--- config.mk ---
export PLATFORM = sky130hd
export DESIGN_NAME = ex_coproc_sequencer
export DESIGN_NICKNAME = d
export VERILOG_FILES = /design/src/rtl/ex_coproc_sequencer_pkg.sv /design/src/rtl/ex_coproc_sequencer_timeout.sv /design/src/rtl/ex_coproc_sequencer.sv
export SDC_FILE = /design/constraint.sdc
export NUM_CORES = 1
export LEC_CHECK = 0
export CELL_PAD_IN_SITES_DETAIL_PLACEMENT = 1
export CELL_PAD_IN_SITES_GLOBAL_PLACEMENT = 1
export CORE_MARGIN = 2
export CORE_UTILIZATION = 23
export CTS_CLUSTER_SIZE = 28
export DETAILED_ROUTE_END_ITERATION = 10
export PLACE_DENSITY_LB_ADDON = 0.1
export SETUP_SLACK_MARGIN = 0.3
export SLEW_MARGIN = 30
export SYNTH_ARGS = -nofsm -noshare
export SYNTH_HDL_FRONTEND = slang
export SYNTH_SLANG_ARGS = --single-unit
export TNS_END_PERCENT = 50
--- constraint.sdc ---
create_clock -name clk -period 6.2 [get_ports clk]
set_clock_uncertainty 0.05 [all_clocks]
set_input_delay 1.55 -clock clk [delete_from_list [all_inputs] [get_ports clk]]
set_output_delay 1.55 -clock clk [all_outputs]
set_load 0.01 [all_outputs]
--- src/rtl/ex_coproc_sequencer_pkg.sv ---
// Shared definitions for the execute-stage coprocessor sequencer:
// FSM state encoding, FPU opcode values and the default datapath width.
package ex_coproc_sequencer_pkg;

  localparam int DATA_W_DEF = 32;

  localparam logic [2:0] S_IDLE     = 3'd0;
  localparam logic [2:0] S_FPU_REQ  = 3'd1;
  localparam logic [2:0] S_FPU_WAIT = 3'd2;
  localparam logic [2:0] S_MM_REQ   = 3'd3;
  localparam logic [2:0] S_MM_WAIT  = 3'd4;
  localparam logic [2:0] S_DONE     = 3'd5;

  // Opcode values as carried in fpu_control_e
  localparam logic [2:0] FPU_ADD = 3'b000;
  localparam logic [2:0] FPU_SUB = 3'b001;
  localparam logic [2:0] FPU_MUL = 3'b010;
  localparam logic [2:0] FPU_DIV = 3'b011;

  function automatic logic is_busy(input logic [2:0] s);
    return (s == S_FPU_REQ) || (s == S_FPU_WAIT) ||
           (s == S_MM_REQ)  || (s == S_MM_WAIT);
  endfunction

endpackage

--- src/rtl/ex_coproc_sequencer_timeout.sv ---
// Wait-state watchdog: counts cycles spent in one handshake state and flags
// expiry once TIMEOUT cycles have elapsed without the state changing.
module cop_timeout_counter
  import ex_coproc_sequencer_pkg::*;
#(
  parameter int TIMEOUT = 1024,
  parameter int TO_W    = $clog2(TIMEOUT + 1)
) (
  input  logic clk,
  input  logic reset_n,
  input  logic clear,
  input  logic enable,
  output logic expired
);

  logic [TO_W-1:0] count;

  always_ff @(posedge clk or negedge reset_n) begin
    if (!reset_n)
      count <= '0;
    else if (clear)
      count <= '0;
    else if (enable && !expired)
      count <= count + TO_W'(1);
  end

  assign expired = enable && (count == TO_W'(TIMEOUT - 1));

endmodule

--- src/rtl/ex_coproc_sequencer.sv ---
// Execute-stage coprocessor sequencer: launches FPU/matmul ops over req/ack/done,
// stalls the pipeline while outstanding and returns the result to EX/MEM.
//
//   state      | meaning
//   IDLE       | waiting for a start in E
//   FPU_REQ    | fpu_req high, waiting for fpu_ack
//   FPU_WAIT   | FPU accepted, waiting for fpu_done
//   MM_REQ     | mm_req high, waiting for mm_ack
//   MM_WAIT    | matmul accepted, waiting for mm_done
//   DONE       | result presented, held while e_hold
module ex_coproc_sequencer
  import ex_coproc_sequencer_pkg::*;
#(
  parameter int DATA_W  = DATA_W_DEF,
  parameter int TIMEOUT = 1024,
  parameter int TO_W    = $clog2(TIMEOUT + 1)
) (
  input  logic              clk,
  input  logic              reset_n,
  input  logic              fpu_start_e,
  input  logic [2:0]        fpu_control_e,
  input  logic              matmul_start_e,
  input  logic [DATA_W-1:0] src_a_e,
  input  logic [DATA_W-1:0] src_b_e,
  input  logic              flush_e,
  input  logic              e_hold,
  output logic              fpu_req,
  output logic [2:0]        fpu_op,
  output logic [DATA_W-1:0] fpu_a,
  output logic [DATA_W-1:0] fpu_b,
  input  logic              fpu_ack,
  input  logic              fpu_done,
  input  logic [DATA_W-1:0] fpu_result,
  output logic              mm_req,
  input  logic              mm_ack,
  input  logic              mm_done,
  output logic              stall_cop,
  output logic [DATA_W-1:0] cop_result,
  output logic              cop_valid,
  output logic              cop_err
);

  logic [2:0]        state, next_state;
  logic              squash;
  logic              err_q;
  logic [DATA_W-1:0] result_q;
  logic              busy;
  logic              expired;
  logic              launch;
  logic              complete;
  logic              abort;

  assign busy   = is_busy(state);
  assign launch = (state == S_IDLE) && !flush_e && (fpu_start_e || matmul_start_e);

  assign complete = ((state == S_FPU_REQ)  && fpu_ack && fpu_done) ||
                    ((state == S_FPU_WAIT) && fpu_done) ||
                    ((state == S_MM_REQ)   && mm_ack && mm_done) ||
                    ((state == S_MM_WAIT)  && mm_done);

  assign abort = expired && (next_state == S_DONE) && !complete;

  cop_timeout_counter #(
    .TIMEOUT (TIMEOUT),
    .TO_W    (TO_W)
  ) u_timeout (
    .clk     (clk),
    .reset_n (reset_n),
    .clear   (next_state != state),
    .enable  (busy),
    .expired (expired)
  );

  always_ff @(posedge clk or negedge reset_n) begin
    if (!reset_n)
      state <= S_IDLE;
    else
      state <= next_state;
  end

  always_comb begin
    next_state = state;
    case (state)
      S_IDLE: begin
        if (!flush_e) begin
          if (fpu_start_e)         next_state = S_FPU_REQ;
          else if (matmul_start_e) next_state = S_MM_REQ;
        end
      end
      S_FPU_REQ: begin
        if (fpu_ack && fpu_done) next_state = S_DONE;
        else if (fpu_ack)        next_state = S_FPU_WAIT;
        else if (expired)        next_state = S_DONE;
      end
      S_FPU_WAIT: begin
        if (fpu_done || expired) next_state = S_DONE;
      end
      S_MM_REQ: begin
        if (mm_ack && mm_done) next_state = S_DONE;
        else if (mm_ack)       next_state = S_MM_WAIT;
        else if (expired)      next_state = S_DONE;
      end
      S_MM_WAIT: begin
        if (mm_done || expired) next_state = S_DONE;
      end
      S_DONE: begin
        if (!e_hold) next_state = S_IDLE;
      end
      default: next_state = S_IDLE;
    endcase
  end

  // Operands and opcode are sampled only at launch so they stay stable downstream
  always_ff @(posedge clk or negedge reset_n) begin
    if (!reset_n) begin
      fpu_op   <= '0;
      fpu_a    <= '0;
      fpu_b    <= '0;
      result_q <= '0;
      err_q    <= 1'b0;
      squash   <= 1'b0;
    end else begin
      if (launch) begin
        fpu_a    <= src_a_e;
        fpu_b    <= src_b_e;
        result_q <= '0;
        err_q    <= 1'b0;
        if (fpu_start_e)
          fpu_op <= fpu_control_e;
      end
      if (complete && ((state == S_FPU_REQ) || (state == S_FPU_WAIT)))
        result_q <= fpu_result;
      if (abort) begin
        result_q <= '0;
        err_q    <= 1'b1;
      end
      if ((state == S_DONE) && !e_hold)
        squash <= 1'b0;
      else if (busy && flush_e)
        squash <= 1'b1;
    end
  end

  always_comb begin
    fpu_req    = (state == S_FPU_REQ);
    mm_req     = (state == S_MM_REQ);
    stall_cop  = busy || launch;
    cop_valid  = (state == S_DONE) && !squash;
    cop_err    = (state == S_DONE) && !squash && err_q;
    cop_result = result_q;
  end

endmodule

After elaboration in Yosys (flattened, before gate mapping) --
Cells that the tools add are included.
Word-level totals: register bits 115, output and inout bits 104
Operators by class: add/sub/neg operators 1, equal/unequal tests 8, multiplexer cells 21, reduce and logical (&&, ||, !) cells 40
Operator list (count):
- 32-bit two-way mux | 3
- 3-bit two-way mux | 11
- 11-bit two-way mux | 2
- 1-bit logical AND | 19
- 3-bit one-hot mux with 6 select lines | 1
- 11-bit by 1-bit adder with 11-bit output, second input constant | 1
- 11-bit by 10-bit equality test with 1-bit output, second input constant | 1
- 1-bit logical OR | 10
- 3-bit equality test, second input constant | 3
- 3-bit by 2-bit equality test with 1-bit output, second input constant | 2
- 2-bit nonzero test | 3
- 1-bit logical NOT | 5
- 1-bit two-way mux | 4
- 3-bit by 1-bit equality test with 1-bit output, second input constant | 1
- 3-bit logical NOT | 1
- 3-bit != test | 1
- 3-bit nonzero test | 1
- 2-bit AND reduction | 1

Longest topological paths before layout --
Gate-level depths: netlist (run 1).
word-level depth 13, mapped depth 8, mapped depth without buffers 7

Cells and area by module --
Synthesis (run 1) repeated with hierarchy kept, for this count alone.
Unflattened totals: cell total of the unflattened synthesis 562, area total of the unflattened synthesis 5275.1 µm²
Modules (own cells, without submodules):
- ex_coproc_sequencer | times used 1, cells an instance 489, area an instance 4536.9 µm², seq. area each 2602.5 µm²
- cop_timeout_counter | times used 1, cells an instance 73, area an instance 738.2 µm², seq. area each 275.3 µm²

Worst setup path after synthesis (run 1) --
No wires, ideal clock.
path kind input to output, start point in flush_e, end point out stall_cop, arrival 2508 ps, required time 4600 ps, setup slack 2092 ps, cell stages on the path 5, path buffers 2, path through nor4_2 o21ai_0 clkbuf_1 clkbuf_1 nand2_1
Between the ends: longest elaborated chain between the ends 4
Ends and longest elaborated chain:
- start, declared | line ex_coproc_sequencer.sv:25 | input logic flush_e,
- 1-bit logical NOT
- 1-bit logical AND (2 in a row) | line ex_coproc_sequencer.sv:54 | assign launch = (state == S_IDLE) && !flush_e && (fpu_start_e || matmul_start_e);
- 1-bit logical OR | line ex_coproc_sequencer.sv:147 | stall_cop = busy || launch;
- end, declared | line ex_coproc_sequencer.sv:37 | output logic stall_cop,
Every way passes these cells.

Worst setup path in the final report (run 1) --
Ends and elaborated chain as after synthesis.

==> impl_metrics.json, run 1 <==
{
  "status": "finished clean",
  "num_vias": 4184,
  "synth_area_leaders": "dfrtp_1 61%, nand2_1 16%, a22o_1 5.7%, clkbuf_1 1.4%, nor4_1 1.3%",
  "hold_end": "fpu_b[1]",
  "area_growth_pct": 63.6,
  "dp_slack_ps": 1380,
  "yosys.area_share.simple": 0.234,
  "whs_ps": 420,
  "ant_nets": 0,
  "netlist_area_sq_um": 4730,
  "synthCells": 468,
  "drv_cap": 0,
  "hpwl_mm": 11.0,
  "yosys_warnings": 0,
  "drt_iter0_markers": 114,
  "finalSetupViolations": 0,
  "max_freq_mhz": 208,
  "stdcell_count": 960,
  "portBuffers": 212,
  "pwr-share-clk": 0.275,
  "wl_mm": 16.0,
  "drive_above_1_share": 0.0783,
  "synth-seq-cells": 115,
  "synth_xor_area_frac": 0.0185,
  "synth_top_family_by_area": "simple AND/OR/NAND/NOR gates",
  "r2r_cells": 6,
  "grt.total_usage": 0.151,
  "internal-power_uw": 2490,
  "clock_tree.root_cell": "clkbuf_16",
  "fillCellCount": 2300,
  "post_cts_buffers": 0,
  "core-area_sq_um": 20200,
  "place_area_sq_um": 7100,
  "period_needed_ps": 4800,
  "synth_edf_count": 0,
  "cts_tree": "done",
  "combPwrFrac": 0.402,
  "postSynth.asyncResetShare": 1.00,
  "post_cts_resized": 0,
  "drv_slew": 0,
  "worstSetupStartpoint": "flush_e",
  "num_rows": 52,
  "netlist.area_leader.share": 0.609,
  "path_clk_slew_ps": 50,
  "die_w_um": 147,
  "syn_area_per_cell_sq_um": 10.1,
  "r2r-start": "state[0]",
  "numCtsBuffers": 17,
  "synth-compound-area-share": 0.0953,
  "antenna_found_initial": 0,
  "grt_pass1_wl_mm": 25.5,
  "cts_num_sinks": 115,
  "cts-hold-fix-buffers": 0,
  "startpoint_type": "input port",
  "overflow": 0,
  "dp_cells": 928,
  "grt_max_degree": 66,
  "viasPerCell": 4.36,
  "fin_area_sq_um": 7730,
  "hold_depth": 2,
  "die_h_um": 147,
  "finalCritPeriodShare": 0.774,
  "hold_viol_final": 0,
  "r2r_slack_ps": 2980,
  "hold_path_class": "reg2reg",
  "worst-path-max-fanout": 4,
  "critical_path_required_ps": 4600,
  "hp-start": "fpu_b[1]",
  "wire_per_inst_um": 16.6,
  "slew_headroom": 0.376,
  "n_antenna_cell": 0,
  "clockBufferDepth": 2,
  "ys_types": 42,
  "synthFlopType": "dfrtp_1",
  "syn-num-nets": 578,
  "timing.rr.end": "u_timeout.count[1]",
  "io_pins": 213,
  "clk_latency_ps": 410,
  "worstMarginPinSlew_ps": 910,
  "swShare": 0.346,
  "drc": 0,
  "rsz0062_at_grt": "no",
  "worstPathArrival_ps": 3200,
  "cts-htree-levels": 4,
  "routabilityCongestion": 0.741,
  "synth-adder-area-share": 0.00265,
  "fin_ws_ps": 1400,
  "start_util": 0.234,
  "power_density_nw_per_um2": 493,
  "dr.pass1.iters": 4,
  "setup-tns-final_ps": 0,
  "seqPwrFrac": 0.323,
  "crit_path_end_kind": "output pin",
  "grt_pass1_vias": 4626,
  "p_sw_uw": 1320,
  "yosys.area.top_type": "dfrtp_1",
  "synth_mux_area_frac": 0.00927,
  "p_leak_uw": 0.00349,
  "ir_drop_uv": 180,
  "worstSetupPathType": "in2out",
  "nets": 787,
  "yosysSeqAreaShare": 0.609,
  "dieArea_sq_um": 21700
}
## kinds of logic (layout without fill, tap and decap cells)
group | Yosys count | in the layout
AOI/OAI and AO/OA | 53 | 53
buffers and inverters | 31 | 253
DFF | 115 | 115
and+or+nand+nor | 254 | 254
adders and majority gates | 1 | 1
muxes | 4 | 4
xor gates and xnor gates | 10 | 10
## layout make-up
class / instances / area (sq um) / area share
Timing Repair Buffer: 217 / 2160 / 0.279
Clock inverter: 13 / 183 / 0.0236
Inverter: 4 / 15.0 / 0.00194
Sequential cell: 115 / 2880 / 0.372
Tap cell: 270 / 338 / 0.0437
Clock buffer: 19 / 443 / 0.0573
Multi-Input combinational cell: 322 / 1720 / 0.222
## critical path, cell delays in order
cell and delay, ps:
clkdlybuf4s50_1 440, nor4_2 420, o21ai_4 140, nand2_1 100, clkdlybuf4s50_1 550
## worst max-delay path by stage
| stage | to | slack (ps) | cells past startpoint |
|---|---|---|---|
| floorplan | stall_cop | 2090 | 5 |
| global placement | stall_cop | 1430 | 5 |
| detailed placement | stall_cop | 1380 | 5 |
| CTS | stall_cop | 1370 | 5 |
| global route | stall_cop | 1320 | 5 |
| finish | stall_cop | 1400 | 5 |
## metal layers
metal / part of all wire / wire length (um) / GRT usage
met1: 0.43 / 6800 / 0.184
met5: 0 / 0 / 0
met4: 0.0089 / 142 / 0.0389
met2: 0.45 / 7230 / 0.233
met3: 0.11 / 1770 / 0.0845
## synthesized netlist by cell type (6+ instances only)
cell	instances
a22o_1	31
buf_2	6
clkbuf_1	18
dfrtp_1	115
nand2_1	203
nand3_1	7
nor2_1	7
nor2b_1	6
nor4_1	10
xnor2_1	6
## placed cells by master, fill, tap and decap left out, types with 4 or more instances in the layout
| master | synthesis | final |
|---|---|---|
| a22o_1 | 31 | 31 |
| buf_4 | 0 | 6 |
| bufinv_16 | 0 | 4 |
| clkbuf_16 | 0 | 17 |
| clkdlybuf4s50_1 | 0 | 211 |
| clkinvlp_4 | 0 | 4 |
| dfrtp_1 | 115 | 115 |
| inv_1 | 4 | 4 |
| nand2_1 | 203 | 203 |
| nand3_1 | 7 | 7 |
| nor2_1 | 7 | 7 |
| nor2b_1 | 6 | 5 |
| nor3_1 | 4 | 4 |
| nor4_1 | 10 | 10 |
| xnor2_1 | 6 | 6 |
| xor2_1 | 4 | 4 |
## state kept, by name (all words and copies together) (netlist names)
register         cells
fpu_a               32
fpu_b               32
fpu_op               3
err_q                1
cop_result          32
u_timeout.count     11
state                3
squash               1
## metrics by stage
step / total power, uW / utilization
detailed placement: 2790 / 0.352
floorplan: 1940 / -
finish: 3810 / 0.383
global route: 4070 / 0.383
global placement: 2750 / 0.352
CTS: 3880 / 0.383
## power groups by stage
stage,combinational [uW],sequential [uW],clock [uW]
floorplan,615,1320,0
global placement,1520,1220,0
detailed placement,1550,1240,0
CTS,1560,1230,1090
global route,1680,1270,1120
finish,1530,1230,1050
Note: power is estimated with default switching activity, not from simulation.
==> inputs of run 2 (changes only) <==
==> constraint.sdc (replaced) <==
create_clock -name clk -period 3.8 [get_ports clk]
set_clock_uncertainty 0.05 [all_clocks]
set_input_delay 0.95 -clock clk [delete_from_list [all_inputs] [get_ports clk]]
set_output_delay 0.95 -clock clk [all_outputs]
set_load 0.01 [all_outputs]
==> run 2 against run 1 <==
Effect of this change:
- register-to-register slack worse by 1900 ps
- clock power is 70% higher
- clock-buffer cell count up 1
- global-route usage is 0.30 points lower
- sequential power up 63%
- via count increased by 0.69%
- hold slack got worse by 2.5 ps
- critical path type is now reg2out
- critical endpoint is now cop_err
==> impl_metrics.json, run 2 (synthesis gave the netlist of run 1 again) <==
{
  "num_vias": 4213,
  "drt_iter0_markers": 129,
  "cts-htree-levels": 4,
  "clk_latency_ps": 400,
  "clockBufferDepth": 2,
  "critical_path_required_ps": 2800,
  "dp_cells": 933,
  "core-area_sq_um": 20200,
  "worstSetupPathType": "reg2out",
  "timing.rr.end": "u_timeout.count[1]",
  "r2r-start": "u_timeout.count[1]",
  "p_sw_uw": 2130,
  "area_growth_pct": 65.4,
  "wl_mm": 15.9,
  "post_cts_buffers": 0,
  "internal-power_uw": 4180,
  "die_h_um": 147,
  "whs_ps": 418,
  "worstPathArrival_ps": 2210,
  "drc": 0,
  "hold_end": "fpu_b[1]",
  "grt_pass1_wl_mm": 25.3,
  "dieArea_sq_um": 21700,
  "crit_path_end_kind": "output pin",
  "nets": 792,
  "stdcell_count": 965,
  "die_w_um": 147,
  "grt_max_degree": 68,
  "hold_depth": 2,
  "io_pins": 213,
  "dr.pass1.iters": 6,
  "wire_per_inst_um": 16.5,
  "status": "finished clean",
  "startpoint_type": "flop",
  "drive_above_1_share": 0.0863,
  "portBuffers": 212,
  "hold_path_class": "reg2reg",
  "start_util": 0.234,
  "worst-path-max-fanout": 13,
  "setup-tns-final_ps": 0,
  "rsz0062_at_grt": "no",
  "grt.total_usage": 0.148,
  "hpwl_mm": 11.0,
  "drv_cap": 0,
  "final_cell_mix": "210 x clkdlybuf4s50_1, 203 x nand2_1, 115 x dfrtp_1",
  "cts_tree": "done",
  "finalSetupViolations": 0,
  "swShare": 0.337,
  "combPwrFrac": 0.400,
  "n_antenna_cell": 0,
  "routabilityCongestion": 0.741,
  "dp_slack_ps": 356,
  "ant_nets": 0,
  "num_rows": 52,
  "overflow": 0,
  "mostFrequentLayoutCell": "clkdlybuf4s50_1",
  "numCtsBuffers": 17,
  "r2r_slack_ps": 1110,
  "finalCritPeriodShare": 0.845,
  "power_density_nw_per_um2": 807,
  "worstMarginPinSlew_ps": 936,
  "p_leak_uw": 0.00355,
  "slew_headroom": 0.375,
  "clock_tree.root_cell": "clkbuf_16",
  "viasPerCell": 4.37,
  "grt_pass1_vias": 4677,
  "fin_ws_ps": 588,
  "period_needed_ps": 3210,
  "drv_slew": 0,
  "hp-start": "fpu_b[1]",
  "max_freq_mhz": 311,
  "hold_viol_final": 0,
  "antenna_found_initial": 0,
  "pwr-share-clk": 0.283,
  "seqPwrFrac": 0.318,
  "path_clk_slew_ps": 60,
  "cts_num_sinks": 115,
  "ir_drop_uv": 303,
  "r2r_cells": 6
}
==> run 2: changes by cell type in the layout (fill, tap and decap cells not counted), sizes merged <==
cell | previous run | this run
buf | 6 | 11
bufinv | 4 | 5
clkinvlp | 4 | 1
dlymetal6s2s | 0 | 1
clkdlybuf4s50 | 211 | 210
clkinv | 4 | 5
clkbuf | 19 | 20
==> run 2: how the worst max path moves through the flow <==
stage,endpoint,startpoint,slack [ps],cells after the start
2_1_floorplan,stall_cop,flush_e,890,5
3_3_place_gp,stall_cop,flush_e,380,6
3_5_place_dp,u_timeout.count[1],fpu_ack,360,7
4_1_cts,stall_cop,flush_e,370,6
5_1_grt,cop_err,state[2],450,4
6_report,cop_err,state[2],590,4
==> run 2: layout make-up <==
type	count	area, sq um
clock buffers	20	457
multi-input cells	322	1720
well taps	270	338
inverters	4	15.0
flip-flops and latches	115	2880
repair buffers	222	2200
fillers	2257	12400
clock inverters	12	203
==> run 2: power by group through the flow <==
stage	clock network (uW)	logic [uW]	registers (uW)
2_1_floorplan	0	1000	2160
3_3_place_gp	0	2520	2000
3_5_place_dp	0	2570	2010
4_1_cts	1840	2590	2010
5_1_grt	1890	2780	2080
6_report	1780	2520	2000
==> run 2: through the flow <==
stage,total power [uW],util,cell area (sq um)
detailed placement,4580,0.354,7140
CTS,6430,0.387,7800
floorplan,3170,-,4730
global route,6750,0.387,7820
global placement,4520,0.354,7140
finish,6310,0.387,7820
==> run 2: routing by layer <==
metal	track usage	vias to the layer above	wire (um)
met5	0	-	0
met4	0.0375	0	160
met3	0.0770	12	1640
met2	0.227	152	7180
met1	0.185	2068	6910
li1	-	1981	-
==> run 2: worst max-delay path: stages, from the launching register on <==
cell	delay, ps
dfrtp_1	590
inv_1	190
nor3_1	320
and2_1	170
clkdlybuf4s50_1	530
==> run 2: timing repair <==
| item | in CTS | in global routing |
|---|---|---|
| hold buffers | 0 | 0 |
| gates resized for setup | 0 | 1 |
| setup endpoints to repair | 0 | 1 |
==> RTL change (settings of run 2) <==
`TIMEOUT` is set to 1024 in 2 places; all go to 2048.
--- a/src/rtl/ex_coproc_sequencer_timeout.sv
+++ b/src/rtl/ex_coproc_sequencer_timeout.sv
@@ -4,5 +4,5 @@
   import ex_coproc_sequencer_pkg::*;
 #(
-  parameter int TIMEOUT = 1024,
+  parameter int TIMEOUT = 2048,
   parameter int TO_W    = $clog2(TIMEOUT + 1)
 ) (
--- a/src/rtl/ex_coproc_sequencer.sv
+++ b/src/rtl/ex_coproc_sequencer.sv
@@ -13,5 +13,5 @@
 #(
   parameter int DATA_W  = DATA_W_DEF,
-  parameter int TIMEOUT = 1024,
+  parameter int TIMEOUT = 2048,
   parameter int TO_W    = $clog2(TIMEOUT + 1)
 ) (
Check against the original RTL: same outputs for any inputs over 10 cycles, from zero or initial values and one cycle with reset_n low; that may be too few to reach the edited logic, so the function may still have changed.
==> RTL change against run 2 <==
- sequential cell count is 1 higher
- cell area grew 0.46%
- first-iteration DRC count rose by 12%
- total power up 0.78%
- hold slack improved by 0.00061 ns
- wire length is 3.7% higher
- setup slack got worse by 0.18 ns
- synthesized area grew 2.0%
- sequential power is 5% higher
- global-route usage is 0.30 points higher
- critical path type is now input pin to output pin
==> RTL change: results (changes against run 2) <==
** Status
- Outcome: complete, no violations (unchanged).

** Critical path
- The slowest cell on the critical path is sky130_fd_sc_hd__clkdlybuf4s50_1 (was sky130_fd_sc_hd__dfrtp_1).
- The endpoint arrival time on the critical path is 2.39 ns (was 2.21 ns).
- The beginning of the worst register-to-register path is state[1] (was u_timeout.count[1]).
- Kind of start point of the critical path :: input pin (was register)
- Register-to-Register Setup Slack :: 1.28 ns (was 1.11 ns)

** Synthesis
- Cell types with the largest area share after synthesis :: sky130_fd_sc_hd__dfrtp_1 (60%), sky130_fd_sc_hd__nand2_1 (16%), sky130_fd_sc_hd__a22o_1 (6.0%) (was sky130_fd_sc_hd__dfrtp_1 (61%), sky130_fd_sc_hd__nand2_1 (16%), sky130_fd_sc_hd__a22o_1 (5.7%))
- The sequential area share after synthesis is 0.602 (was 0.609).
- Post-Syn Instances :: 492 (was 468)
- Number of distinct library cells after synthesis :: 47 (was 42)
- The adder-cell area share of the yosys netlist was 0.00260 (was 0.00265).

** Placed design
- Setup slack after placement :: 0.294 ns (was 0.356 ns)
- The final weighted congestion of routability-driven global placement is 0.752 (was 0.741).
- Area post-placement :: 0.00724 mm2 (was 0.00714 mm2)
- Placed wire-length estimate after detailed placement :: 11500 um (was 11000 um)
- The number of placed cells counting well taps was 955 (was 933).

** Pwr
- The leakage power of the design came to 3.55 nW (about the same).
- The net switching power came to 2.11 mW (was 2.13 mW).
- The clock group power came to 1.65 mW (was 1.78 mW).

** Finish
- Total of fill cells in the finished design :: 2290 (was 2257)
- Fraction of layout instances using a drive strength above 1 :: 0.0698 (was 0.0863)
- Number of nets in the final layout :: 814 (was 792)

** GRT
- Via count of the first global-routing pass :: 4760 (was 4677)
- GR Layer Usage met3 :: 0.0728 (was 0.0770)
- The global-route wire length before repair was 26000 um (was 25300 um).
- The met2 capacity usage during global routing came to 0.239 (was 0.227).

** Drt
- The number of DRC violations after detailed-routing iteration 0 came to 145 (was 129).
- WL final :: 16500 um (was 15900 um)
- Detailed-route via count :: 4343 (was 4213)
- Routed wl met3 :: 1600 um (was 1640 um)

** STA
- The worst hold slack came to 0.418 ns (about the same).

** Hold path
- The end of the worst hold path was fpu_b[12] (was fpu_b[1]).
- HP Start :: fpu_b[12] (was fpu_b[1])
-- RTL change: worst max-delay path by stage --
stage / cells past startpoint / slack [ns] / end
floorplan: 5 / 0.77 / stall_cop
global placement: 5 / 0.35 / stall_cop
detailed placement: 5 / 0.29 / stall_cop
finish: 5 / 0.41 / stall_cop
CTS: 5 / 0.32 / stall_cop
global route: 4 / 0.32 / cop_err
-- RTL change: what timing repair did --
| item | in CTS | in global routing |
|---|---|---|
| endpoints found under the setup margin | 1 | 1 |
| endpoints found under the hold margin | 0 | 0 |
| gates resized for setup | 1 | 1 |
| pin swaps | 0 | 0 |
| hold buffers | 0 | 0 |
-- RTL change: area by class of cell --
| class | instances | share of cell area |
|---|---|---|
| Sequential cell | 116 | 0.370 |
| Timing Repair Buffer | 221 | 0.282 |
| Multi-Input combinational cell | 344 | 0.227 |
| Clock buffer | 22 | 0.0604 |
| Tap cell | 270 | 0.0430 |
| Clock inverter | 9 | 0.0163 |
| Inverter | 4 | 0.00191 |
